File: config.mk
export PLATFORM = sky130hd
export DESIGN_NAME = timer_dev
export DESIGN_NICKNAME = d
export VERILOG_FILES = /design/src/rtl/timer_pkg.sv /design/src/rtl/timer_dev.sv
export SDC_FILE = /design/constraint.sdc
export NUM_CORES = 1
export LEC_CHECK = 0
export ABC_AREA = 1
export BUFFER_PORTS_ARGS = -buffer_cell sky130_fd_sc_hd__buf_2
export CAP_MARGIN = 30
export CORE_MARGIN = 3
export CORE_UTILIZATION = 55
export DETAILED_ROUTE_END_ITERATION = 10
export HOLD_SLACK_MARGIN = 0.02
export PLACE_DENSITY = 0.78
export SLEW_MARGIN = 20
export SYNTH_ARGS = -nofsm -noshare
export SYNTH_HDL_FRONTEND = slang
export SYNTH_SLANG_ARGS = --single-unit
File: constraint.sdc
create_clock -name clk -period 1.99 [get_ports clk]
set_input_delay 0.398 -clock clk [delete_from_list [all_inputs] [get_ports clk]]
set_output_delay 0.398 -clock clk [all_outputs]
set_load 0.01 [all_outputs]
File: src/rtl/timer_pkg.sv
`default_nettype none
// ============================================================================
//  Module   : timer_pkg
//  Purpose  : Shared definitions for the memory-mapped countdown timer:
//             FSM state encoding, register word offsets, MODE values and
//             the CTRL register layout.
//  Revision : 1.0 - initial release
// ============================================================================
package timer_pkg;

  // Countdown sequencer states.
  typedef enum logic [1:0] {
    ST_IDLE = 2'd0,
    ST_LOAD = 2'd1,
    ST_CNT  = 2'd2,
    ST_INT  = 2'd3
  } state_e;

  // Word offsets (bus address bits [3:2]).
  localparam logic [1:0] ADDR_CTRL   = 2'd0;
  localparam logic [1:0] ADDR_PRESET = 2'd1;
  localparam logic [1:0] ADDR_COUNT  = 2'd2;
  localparam logic [1:0] ADDR_RSVD   = 2'd3;

  // MODE field values; 2 and 3 fall back to one-shot behaviour.
  localparam logic [1:0] MODE_ONESHOT = 2'd0;
  localparam logic [1:0] MODE_RELOAD  = 2'd1;

  // CTRL bit positions.
  localparam int CTRL_EN_BIT   = 0;
  localparam int CTRL_MODE_LSB = 1;
  localparam int CTRL_MODE_MSB = 2;
  localparam int CTRL_IM_BIT   = 3;
  localparam int CTRL_W        = 4;

  // Packed view of CTRL; field order matches the bit positions above.
  typedef struct packed {
    logic       im;    // [3] interrupt mask (1 = interrupt enabled)
    logic [1:0] mode;  // [2:1]
    logic       en;    // [0] counter enable
  } ctrl_t;

  // Only MODE 1 reloads; every other encoding behaves as one-shot.
  function automatic logic is_reload(input logic [1:0] mode);
    return (mode == MODE_RELOAD);
  endfunction

endpackage : timer_pkg
`default_nettype wire

File: src/rtl/timer_dev.sv
`default_nettype none
// ============================================================================
//  Module   : timer_dev
//  Purpose  : Memory-mapped 32-bit countdown timer with one-shot and
//             auto-reload modes and a maskable interrupt request.
//
//  Ports    : clk    - system clock
//             reset  - synchronous active-high reset
//             sel    - bridge chip-select for this device
//             we     - write enable (qualified by sel)
//             addr   - word offset (bus address bits [3:2])
//             wd     - write data
//             rd     - read data, combinational, independent of sel
//             irq    - interrupt request to the CPU
//
//  Register map (word offset):
//             0 CTRL   : [0] EN, [2:1] MODE, [3] IM, upper bits read 0
//             1 PRESET : reload value
//             2 COUNT  : current count (read-only)
//             3 reserved, reads 0, writes ignored
//  Revision : 1.0 - initial release
// ============================================================================
module timer_dev
  import timer_pkg::*;
#(
  parameter int CNT_W = 32
) (
  input  logic             clk,
  input  logic             reset,
  input  logic             sel,
  input  logic             we,
  input  logic [1:0]       addr,
  input  logic [CNT_W-1:0] wd,
  output logic [CNT_W-1:0] rd,
  output logic             irq
);

  // --------------------------------------------------------------------------
  // State
  // --------------------------------------------------------------------------
  state_e           state_q,   state_d;
  ctrl_t            ctrl_q,    ctrl_d;
  logic [CNT_W-1:0] preset_q,  preset_d;
  logic [CNT_W-1:0] count_q,   count_d;
  logic             pending_q, pending_d;

  logic bus_wr;
  logic ctrl_wr;
  logic fsm_clr_en;
  logic fsm_set_pend;

  assign bus_wr  = sel & we;
  assign ctrl_wr = bus_wr & (addr == ADDR_CTRL);

  // --------------------------------------------------------------------------
  // State register
  // --------------------------------------------------------------------------
  always_ff @(posedge clk) begin
    if (reset) begin
      state_q   <= ST_IDLE;
      ctrl_q    <= '0;
      preset_q  <= '0;
      count_q   <= '0;
      pending_q <= 1'b0;
    end else begin
      state_q   <= state_d;
      ctrl_q    <= ctrl_d;
      preset_q  <= preset_d;
      count_q   <= count_d;
      pending_q <= pending_d;
    end
  end

  // --------------------------------------------------------------------------
  // Sequencer: next state and count update
  // --------------------------------------------------------------------------
  always_comb begin
    state_d      = state_q;
    count_d      = count_q;
    fsm_clr_en   = 1'b0;
    fsm_set_pend = 1'b0;

    unique case (state_q)
      ST_IDLE: begin
        if (ctrl_q.en) begin
          state_d = ST_LOAD;
        end
      end

      ST_LOAD: begin
        // A disable that lands while loading aborts the load; COUNT holds.
        if (!ctrl_q.en) begin
          state_d = ST_IDLE;
        end else begin
          count_d = preset_q;
          state_d = ST_CNT;
        end
      end

      ST_CNT: begin
        if (!ctrl_q.en) begin
          state_d = ST_IDLE;
        end else if (count_q == '0) begin
          state_d = ST_INT;
        end else begin
          count_d = count_q - CNT_W'(1);
        end
      end

      ST_INT: begin
        if (is_reload(ctrl_q.mode) && ctrl_q.en) begin
          state_d = ST_LOAD;
        end else begin
          state_d = ST_IDLE;
          // One-shot expiry latches the interrupt and stops the timer.
          if (!is_reload(ctrl_q.mode)) begin
            fsm_clr_en   = 1'b1;
            fsm_set_pend = 1'b1;
          end
        end
      end

      default: state_d = ST_IDLE;
    endcase
  end

  // --------------------------------------------------------------------------
  // Register file update (bus writes merged with sequencer side effects)
  // --------------------------------------------------------------------------
  always_comb begin
    ctrl_d    = ctrl_q;
    preset_d  = preset_q;
    pending_d = pending_q;

    if (bus_wr) begin
      unique case (addr)
        ADDR_CTRL: begin
          ctrl_d    = ctrl_t'(wd[CTRL_W-1:0]);
          pending_d = 1'b0;
        end
        ADDR_PRESET: preset_d = wd;
        default:     ; // COUNT is read-only, reserved slot ignores writes
      endcase
    end

    // The CPU's CTRL write takes priority over the expiry auto-disable.
    if (fsm_clr_en && !ctrl_wr) begin
      ctrl_d.en = 1'b0;
    end

    // An expiry landing with a CTRL write must not be lost: set beats clear.
    if (fsm_set_pend) begin
      pending_d = 1'b1;
    end
  end

  // --------------------------------------------------------------------------
  // Read mux and interrupt output
  // --------------------------------------------------------------------------
  always_comb begin
    rd = '0;
    unique case (addr)
      ADDR_CTRL:   rd = {{(CNT_W-CTRL_W){1'b0}}, ctrl_q};
      ADDR_PRESET: rd = preset_q;
      ADDR_COUNT:  rd = count_q;
      default:     rd = '0;
    endcase
  end

  // Auto-reload gives a one-cycle pulse (INT only); one-shot holds via pending.
  assign irq = ctrl_q.im & ((state_q == ST_INT) | pending_q);

endmodule : timer_dev
`default_nettype wire

[Yosys cells after proc, flatten, opt, wreduce, memory -nomap -nowiden]
Index checks and enable logic that the tools add are counted.
Storage, ports and cells
  output and inout bits: 33
  word-level logic and storage cells: 55
  bits in registers: 71
Operators by class
  add/sub/neg operators: 1
  multiplexer cells: 17
  bitwise operators: 4
  reduce and logical (&&, ||, !) cells: 15
  equality and inequality tests: 11
Operators by type and width (count)
  $mux W32: 3
  $pmux W32 S3: 1
  $pmux W32 S2: 1
  $logic_not A32 Y1: 1
  $sub A32 B1 Y32 const B: 1
  $mux W2: 4
  $ne A2 B2 Y1 const B: 4
  $pmux W2 S4: 1
  $reduce_and A2 Y1: 4
  $mux W1: 7
  $eq A2 B1 Y1 const B: 3
  $eq A2 B2 Y1 const B: 3
  $reduce_bool A2 Y1: 3
  $logic_not A2 Y1: 2
  $reduce_and A4 Y1: 1
  $and A1 B1 Y1: 3
  $ne A3 B3 Y1 const B: 1
  $logic_and A1 B1 Y1: 2
  $reduce_or A2 Y1: 1
  $logic_not A1 Y1: 1
  $or A1 B1 Y1: 1

[Longest topological paths before layout]
  depth after elaboration: 6
  depth in mapped cells: 12
  depth with buffers taken out: 11

[Least setup slack after synthesis]
Ideal clock, no wire load.
  path kind: reg2reg
  start point: reg count_q[0]
  end point: reg count_q[31]
  path slack: 0.328 ns
  required time: 1.878 ns
  arrival: 1.550 ns
  path buffers: 1
  cell stages (with the launch flop): 13
  path through: dfxtp_1 -> inv_1 -> ha_1 -> nand2_4 -> nor2_8 -> nand2_4 -> nor2_4 -> nand3_2 -> nand3_4 -> buf_6 -> nand2_1 -> nand2_1 -> nor2_1
Between the ends
  word-level cells in the longest chain between the ends: 4
  elaborated cells between the ends (all ways): 7
  classes of those cells: add/sub: 1; eq/ne: 1; mux: 3; reduce/logical: 2
RTL lines
  start, declared: RTL line timer_dev.sv:44  | logic [CNT_W-1:0] count_q, count_d;
  start signal, assigned: RTL line timer_dev.sv:69  | count_q <= count_d;
  $sub A32 B1 Y32: RTL line timer_dev.sv:106  | count_d = count_q - CNT_W'(1);
  $mux W32: RTL line timer_dev.sv:103  | end else if (count_q == '0) begin
  $mux W32: RTL line timer_dev.sv:101  | if (!ctrl_q.en) begin
  $pmux W32 S2: RTL line timer_dev.sv:83  | unique case (state_q)
Several ways; a longest one is shown, not always the timed one. The select of a mux whose other input is x is not followed.
A chain may end at the register's enable or synchronous reset.

[Worst setup path after layout]
  start point: reg count_q[1]
  end point: reg count_q[18]
The elaborated chain is that of the path after synthesis.

==> results by group <==
Outcome
  – Status: completed

Route
  – 1st-iter DRT viols: 387
  – Post-route ant nets: 0
  – Vias per Instance: about 5.3
  – Via count: approximately 4800
  – Total routed wirelength: approximately 12000 um
  – DR DRC count: 0
  – Drt wl/cell: 13.7 um
  – Drt pass-1 iters: 5

Clocking
  – Post-CTS sizing: 0
  – Post-CTS Hold Fix Bufs: 0
  – CTS Buf Count: 9
  – Post-CTS setup buffer count: 0
  – Clk sinks: 71
  – Clk Latency, worst-skew pair: around 0.35 ns
  – Clock Tree Root: clkbuf_8
  – CTS tree: built
  – CTS H-tree depth: 3
  – Longest Clk Path Bufs: 2
  – Worst-path clk slew: approximately 0.090 ns

Floorplan
  – Num rows: 31
  – Die H: around 95 um
  – I/O pin count: 71
  – Die Wd: 94.6 um
  – Core ar.: 0.00745 sq mm
  – Starting Density: roughly 58%
  – Die Area: just under 0.009 sq mm

Logic synthesis
  – Synth Area per Inst: 5.91 sq um
  – Syn_nets: between 700 and 800
  – Synth unique cells: 31
  – EDFF count, synth: 0
  – Post-synth top cells: nand2_1 (212), nor2_1 (180), o21ai_0 (77)
  – Mapped Area: about 0.0043 sq mm
  – Gate Count Post-Synth: about 730
  – Yosys warnings: 0
  – Count leader, synth: nand2_1
  – Post-synth top area share: 32.9%
  – Top FF cell, synth: dfxtp_1
  – Dominant cell type by area after synthesis: dfxtp_1
  – Synth area leaders: dfxtp_1 (33%), nand2_1 (18%), nor2_1 (16%), o21ai_0 (8.9%), inv_1 (5.2%)
  – Synth Register Bits: 71
  – Register area share after synthesis: 32.9%
  – Post-synth ARST share: 0%

STA
  – Finish-stage setup viols: 0
  – Slew @ Worst Pin: 0.505 ns
  – Final hold viol count: 0
  – Slew headroom: between 60% and 70%
  – Min Clock Period, post-route: roughly 1.8 ns
  – Final slew viol count: 0
  – Worst Clk Skew: about 0.014 ns
  – Period utilization: about nine tenths
  – Fmax: 554 MHz

Critical path
  – Crit-path leading delay family: simple AND/OR/NAND/NOR gates
  – CP cell instances: inv_1, ha_2, nand2_4, nor2_8, nand2_4, nor2_4, nand3_2, nand3_4, buf_12, nand2_1, nand2_1, nor2_1
  – Maximum fanout along the worst path: 36
  – Worst EP required: ~2.2 ns
  – CP Capture Type: flip-flop
  – CP max-delay cell: dfxtp_1
  – CP max stage delay: 0.31 ns
  – Kind of critical path: reg -> reg
  – Crit path arrival time: 2.05 ns
  – Worst path buffer plus inverter count: 2
  – Critical path launch point type: flip-flop

GRT
  – Global-route wire length before repair: a little over 20000 um
  – GR Util All Layers: 29.0%
  – Initial antenna violation count: 0
  – Vias in the first global route: between 4000 and 5000
  – Largest net degree at the start of global routing: 70
  – Grt total ovfl: 0

Finish
  – Non-Filler Instances: 903
  – Layout area overhead: 16.1%
  – Final nets: 838
  – Ant. Diodes: 0
  – Post-Layout Inst Area: ~0.005 sq mm
  – Share of cells above drive strength 1: 15.3%

Pwr
  – Worst vdd ir: around 400 uV
  – LEAKAGE: 2.72 nW
  – Power Total: between 2 and 3 mW
  – PD cells: just under 600 mW/mm^2

Place
  – Placed Area: 0.00479 sq mm
  – Hpwl dp: ~9000 um
  – Gpl congestion: 0.965
  – Dpl cells: slightly below 900
  – PortBufs: 70

Min path
  – Hold crit path type: in -> reg

Run
  – Maximum capacitance violations: 0
metal layers:
layer	part of all wire [%]	global-route usage, %	vias up
met1	48	42.1	2167
li1	-	-	2442
met4	1.5	8.65	0
met3	6.1	3.75	17
met2	44	44.8	173
met5	0	0	-
cell type report:
class	count	area (sq um)
clock buffers	10	128
clock inverters	6	93.8
fillers	725	2430
inverters	61	229
multi-input cells	567	2490
flip-flops and latches	71	1420
well taps	99	124
repair buffers	89	531
path summary, 6_finish.rpt:
path | depth (start not counted) | endpoint | slack (ns) | from
worst max-delay path | 12 | count_q[18]$_SDFFE_PP0P_ | 0.18 | count_q[1]$_SDFFE_PP0P_
worst min-delay path | 2 | pending_q$_SDFFE_PP0P_ | 0.23 | reset
worst max register to register | 12 | count_q[18]$_SDFFE_PP0P_ | 0.18 | count_q[1]$_SDFFE_PP0P_
worst min register to register | 2 | pending_q$_SDFFE_PP0P_ | 0.46 | pending_q$_SDFFE_PP0P_
flip-flops by register name (all words and copies together) (netlist names):
register,cells
state_q,2
preset_q,32
pending_q,1
count_q,32
ctrl_q,4
power by group:
part	leakage [nW]	switching, mW	internal (mW)
Combinational	2.04	0.117	0.0739
Sequential	0.574	0.0216	1.45
Clock	0.107	0.592	0.715
placed cells by master, fill, tap and decap left out:
master      count
inv_6           1
buf_2          70
o21ai_1         4
buf_12          3
nor3_1          2
nand2_4         3
clkbuf_8        9
nand3_2         1
clkinvlp_4      1
nand3b_1        1
nand2_1       212
nor2_4          3
o21ai_0        77
o22ai_1         8
nand4_1         6
nand3_4         1
a21boi_0        1
clkinv_4        2
o221ai_1        2
xor2_1          4
nor2_8          1
nand3_1        33
o211ai_1        2
inv_2           1
nand2_2         4
ha_2            1
nor2_2          4
inv_1          60
nor2_1        180
dfxtp_1        71
buf_4          16
a21oi_1        17
clkbuf_1        1
bufinv_16       2
cell families (layout without fill, tap and decap cells):
family	after synthesis	after routing	synth area share, %
and+or+nand+nor	451	451	43.0
buffers and inverters	93	166	9.53
AOI/OAI and AO/OA	111	111	13.4
adders and majority gates	1	1	0.290
DFF	71	71	32.9
xor gates and xnor gates	4	4	0.811
per-stage QoR:
step	hold WS [ns]	TNS, ns	worst slack, ns	util, %
6_report	0.233	0	0.184	67.3
5_1_grt	0.231	-0.00340	-0.00340	67.3
4_1_cts	0.226	0	0.156	67.3
3_5_place_dp	0.455	0	0.179	64.3
3_3_place_gp	0.448	0	0.256	64.3
2_1_floorplan	0.435	0	0.328	-
(Power assumes the default switching activity.)
